<file path="src/rtl/plane_sprite_drawer.sv">
// Sprite expander: turns one plane anchor into an SPR_W x SPR_H per-pixel VGA write stream.
// Optional screen-edge clipping is enabled by defining SPRITE_CLIP_EN.
module plane_sprite_drawer #(
  parameter int                     SPR_W     = 4,
  parameter int                     SPR_H     = 4,
  parameter logic [SPR_W*SPR_H-1:0] SPR_MASK  = 16'h6FF6,
  parameter logic [2:0]             BG_COLOUR = 3'b000,
  parameter int                     SCR_W     = 160,
  parameter int                     SCR_H     = 120
) (
  input  logic       clk,
  input  logic       reset_n,
  input  logic       req_valid,
  output logic       req_ready,
  input  logic [7:0] req_x,
  input  logic [7:0] req_y,
  input  logic [2:0] req_colour,
  input  logic       req_erase,
  output logic [7:0] vga_x,
  output logic [7:0] vga_y,
  output logic [2:0] vga_colour,
  output logic       vga_plot,
  output logic       busy,
  output logic       draw_done
);

  localparam int COL_W = (SPR_W > 1) ? $clog2(SPR_W) : 1;
  localparam int ROW_W = (SPR_H > 1) ? $clog2(SPR_H) : 1;
  localparam int IDX_W = (SPR_W * SPR_H > 1) ? $clog2(SPR_W * SPR_H) : 1;
  localparam logic [COL_W-1:0] COL_MAX = COL_W'(SPR_W - 1);
  localparam logic [ROW_W-1:0] ROW_MAX = ROW_W'(SPR_H - 1);

  typedef enum logic {IDLE, DRAW} state_t;

  state_t state, state_next;

  logic [7:0]       act_x, act_y, pend_x, pend_y;
  logic [2:0]       act_colour, pend_colour;
  logic             act_erase, pend_erase;
  logic             pend_full;
  logic [COL_W-1:0] col;
  logic [ROW_W-1:0] row;

  logic xfer, last_pix, load_req, load_pend, fill_pend;

  assign req_ready = ~pend_full;
  assign xfer      = req_valid & req_ready;
  assign last_pix  = (state == DRAW) && (col == COL_MAX) && (row == ROW_MAX);
  // A transfer on the last pixel with an empty slot bypasses straight into the active set.
  assign load_req  = xfer & ((state == IDLE) | last_pix);
  assign load_pend = last_pix & pend_full;
  assign fill_pend = xfer & (state == DRAW) & ~last_pix;
  assign busy      = (state == DRAW) | draw_done;

  always_ff @(posedge clk or negedge reset_n) begin
    if (!reset_n) state <= IDLE;
    else          state <= state_next;
  end

  // NOTE: every signal written here gets a default first so no latch is inferred.
  always_comb begin
    state_next = state;
    case (state)
      IDLE: if (xfer) state_next = DRAW;
      DRAW: if (last_pix && !pend_full && !xfer) state_next = IDLE;
      default: state_next = IDLE;
    endcase
  end

  // NOTE: payload registers carry no reset; pend_full and state qualify their contents.
  always_ff @(posedge clk) begin
    if (load_pend) begin
      act_x      <= pend_x;
      act_y      <= pend_y;
      act_colour <= pend_colour;
      act_erase  <= pend_erase;
    end else if (load_req) begin
      act_x      <= req_x;
      act_y      <= req_y;
      act_colour <= req_colour;
      act_erase  <= req_erase;
    end
    if (fill_pend) begin
      pend_x      <= req_x;
      pend_y      <= req_y;
      pend_colour <= req_colour;
      pend_erase  <= req_erase;
    end
  end

  // NOTE: sequential state uses non-blocking assignments so all registers update together.
  always_ff @(posedge clk or negedge reset_n) begin
    if (!reset_n) begin
      pend_full <= 1'b0;
      col       <= '0;
      row       <= '0;
    end else begin
      if (fill_pend)      pend_full <= 1'b1;
      else if (load_pend) pend_full <= 1'b0;

      if (last_pix || load_req) begin
        col <= '0;
        row <= '0;
      end else if (state == DRAW) begin
        if (col == COL_MAX) begin
          col <= '0;
          row <= row + 1'b1;
        end else begin
          col <= col + 1'b1;
        end
      end
    end
  end

  logic [7:0]       pix_x, pix_y;
  logic             pix_clip, pix_plot;
  logic [IDX_W-1:0] pix_idx;

  assign pix_idx = IDX_W'(int'(row) * SPR_W + int'(col));

`ifdef SPRITE_CLIP_EN
  logic [8:0] sum_x, sum_y;
  assign sum_x    = {1'b0, act_x} + 9'(col);
  assign sum_y    = {1'b0, act_y} + 9'(row);
  assign pix_x    = sum_x[7:0];
  assign pix_y    = sum_y[7:0];
  assign pix_clip = (sum_x >= 9'(SCR_W)) || (sum_y >= 9'(SCR_H));
`else
  assign pix_x    = act_x + 8'(col);
  assign pix_y    = act_y + 8'(row);
  assign pix_clip = 1'b0;
`endif

  assign pix_plot = (act_erase | SPR_MASK[pix_idx]) & ~pix_clip;

  always_ff @(posedge clk or negedge reset_n) begin
    if (!reset_n) begin
      vga_x      <= '0;
      vga_y      <= '0;
      vga_colour <= '0;
      vga_plot   <= 1'b0;
      draw_done  <= 1'b0;
    end else if (state == DRAW) begin
      vga_x      <= pix_x;
      vga_y      <= pix_y;
      vga_colour <= act_erase ? BG_COLOUR : act_colour;
      vga_plot   <= pix_plot;
      draw_done  <= last_pix;
    end else begin
      vga_plot   <= 1'b0;
      draw_done  <= 1'b0;
    end
  end

endmodule
</file>
<file path="config.mk">
export PLATFORM = sky130hd
export DESIGN_NAME = plane_sprite_drawer
export DESIGN_NICKNAME = d
export VERILOG_FILES = /design/src/rtl/plane_sprite_drawer.sv
export SDC_FILE = /design/constraint.sdc
export NUM_CORES = 1
export LEC_CHECK = 0
export ABC_AREA = 1
export CORE_ASPECT_RATIO = 0.9
export CORE_UTILIZATION = 55
export CTS_CLUSTER_SIZE = 40
export DETAILED_ROUTE_END_ITERATION = 8
export PLACE_DENSITY_LB_ADDON = 0.15
export SKIP_CTS_REPAIR_TIMING = 1
export SLEW_MARGIN = 20
export SYNTH_ARGS = -nofsm -noshare
export SYNTH_HDL_FRONTEND = slang
export SYNTH_SLANG_ARGS = --single-unit
</file>
<file path="constraint.sdc">
create_clock -name clk -period 5.1 [get_ports clk]
set_input_delay 1.02 -clock clk [delete_from_list [all_inputs] [get_ports clk]]
set_output_delay 1.02 -clock clk [all_outputs]
set_load 0.005 [all_outputs]
</file>
==> results.toml <==
[timing]
final-max-slew-violation-count = 0
worst_pin_slew_ns = 0.8641
timing.fmax_ghz = 0.3351
min_period_ns = 2.984
setup_violations = 0
setup_slack_ns = 2.116
finalHoldViolCount = 0
max_slew_margin_pct = 42.39
rsz0062_at_grt = "no"
period_share_pct = 58.51
tns_ns = 0
skew_ns = 0.01000

[status]
status = "completed"

[pwr]
power_frac_comb_pct = 25.3
cellLeakagePower_nw = 1.585
switching_share_pct = 28.69
power.internal_mw = 1.129
powerDensity_nw_per_um2 = 439.8
clkPwrFrac_pct = 27.1
p_seq_share_pct = 47.6
p_sw_uw = 454.0
ir_worst_vdd_mv = 0.2393
power_mw = 1.583

[cts]
cts_made_buffers = 9
clock-sinks = 67
clk_path_buf_depth = 2
root_buffer = "clkbuf_8"
path_clk_slew_ns = 0.06
clock_latency_ns = 0.34
cts_tree = "built"
htree_num_levels = 3

[floorplan]
die_area_sq_um = 5615
die_y_um = 71.19
core_area_sq_um = 4985
start_util_pct = 58.68
std_cell_rows = 24
dieWidth_um = 78.88
ioPinCount = 46

[logic_synthesis]
synthCells = 290
synth.area.top_cells = "edfxtp_1 41%, dfrtp_1 23%, nand2_1 17%, nand3_1 3.9%, ha_1 2.6%"
avgSynthCellArea_sq_um = 10.09
mappedNetlistArea_sq_um = 2925
yosysUniqueCellTypes = 22
yosys_warnings = 0
ys_ff_latch = 67
ys_top_cells_by_count = "130 x nand2_1, 40 x edfxtp_1, 27 x dfrtp_1, 23 x nand3_1, 20 x inv_1"
ys_seq_area_share_pct = 64.16
synth_top_area_share_pct = 41.06
synth_top_area_cell = "edfxtp_1"
synthArstFlopShare_pct = 40.30
yosysMostFrequentCell = "nand2_1"
synth_edf_count = 40
yosys_most_used_dff = "edfxtp_1"
synth_fp_nets = 321

[finish]
multi_input_area_sq_um = 903.4
fin_nets = 369
seqCellArea_sq_um = 1877
area_growth_syn_to_layout_pct = 23.01
nFillCells = 368
diodes = 0
drive_gt1_share_pct = 5.831
stdcell_area_sq_um = 3598

[route]
final_antenna_net_count = 0
wl_mm = 4.959
wire_per_inst_um = 12.15
detail_route.first_pass.iterations = 5
drt_iter0_drc = 104
routed_via_density = 4.890
vias = 1995
drcViolationCount = 0

[global_route]
grt_pass1_vias = 1822
grt_max_degree = 28
grt_util_all_layers_pct = 20.80
antenna_found_initial = 0
grt_pass1_wl_mm = 8.569
gr-total-overflow = 0

[critical_path]
start_kind = "flip-flop"
rrSetupSlack_ns = 2.36
crit_path_end_kind = "output port"
criticalPathCategory = "reg -> out"
crit_fanout = 25
cp.required_ns = 4.08
critPathArrivalTime_ns = 1.96

[job]
cap_viol_max_count = 0

[worst_hold_path]
hp-class = "reg -> reg"

[placed_design]
numPortBuffers = 45
gp_congestion = 0.8069
dp.final_hpwl_mm = 3.476
dp_slack_ns = 2.184
post_dp_cell_area_sq_um = 3402
layout make-up:
type	instances	area share [%]
Sequential cell	67	52.16
Clock inverter	4	1.426
Tap cell	65	2.260
Timing Repair Buffer	46	12.73
Multi-Input combinational cell	192	25.10
Inverter	22	2.295
Clock buffer	12	4.033
registers in the layout (all words and copies together) (netlist names), 3 cells and up:
name	flops
pend_colour	3
vga_colour	3
vga_y	8
act_y	8
vga_x	8
act_colour	3
act_x	8
pend_x	8
pend_y	8
power by group through the flow:
stage                     Clock [mW]  Combinational [mW]  Sequential [mW]
after floorplan                    0               0.224            0.761
after global placement             0               0.386            0.760
after detailed placement           0               0.400            0.763
after CTS                      0.441               0.406            0.753
after global routing           0.465               0.457            0.763
final                          0.429               0.400            0.753
per-layer routing:
metal  share of wire (%)  vias up  global-route usage (%)
met4                 1.0        0                   7.475
met1                  48      890                   29.07
li1                    -     1040                       -
met3                 6.4        5                   9.161
met2                  45       60                   28.99
met5                   0        -                       0
final timing paths:
kind,startpoint,end,depth (start not counted)
worst max-delay path,state,busy,2
worst min-delay path,vga_y[1],vga_y[1],2
worst max register to register,state,act_x[4],4
worst min register to register,vga_y[1],vga_y[1],2
max in group asynchronous,reset_n,vga_y[5],2
min in group asynchronous,reset_n,vga_colour[0],2
cells by family after synthesis:
family / count (synthesis) / synth area share [%]
buffers and inverters: 31 / 4.961
AND/OR/NAND/NOR: 167 / 23.48
XOR/XNOR: 3 / 0.8984
adder cells (fa/ha/maj): 8 / 3.935
flip-flops: 67 / 64.16
AO/OA/AOI/OAI: 14 / 2.567
stage by stage:
| stage | hold WS (ns) | cells | util, % |
|---|---|---|---|
| after floorplan | 0.4486 | 290 | - |
| after global routing | 0.5110 | 408 | 72.19 |
| after CTS | 0.4741 | 408 | 72.19 |
| final | 0.4701 | 408 | 72.19 |
| after global placement | 0.4552 | 392 | 68.25 |
| after detailed placement | 0.4585 | 392 | 68.25 |
cells in the final DEF, fill, tap and decap left out:
cell type	count
nor2_1	8
edfxtp_1	40
xor2_1	2
clkinv_2	1
inv_1	20
bufinv_16	1
xnor2_1	1
clkbuf_8	10
o211ai_1	1
or2_2	1
clkinv_4	1
clkdlybuf4s50_1	45
nand4_1	3
nand3_1	23
o21ai_0	8
o21bai_1	1
buf_4	1
fa_1	2
dfrtp_1	27
nand2_1	130
clkbuf_1	2
clkinvlp_4	1
inv_2	2
nor2_4	1
nand3_4	1
a21oi_1	4
ha_1	6
critical path: stages, from the launching register on:
cell	delay, ns
dfrtp_1	0.91
or2_2	0.23
clkdlybuf4s50_1	0.49
No activity file was read; power rests on OpenSTA's default activity.
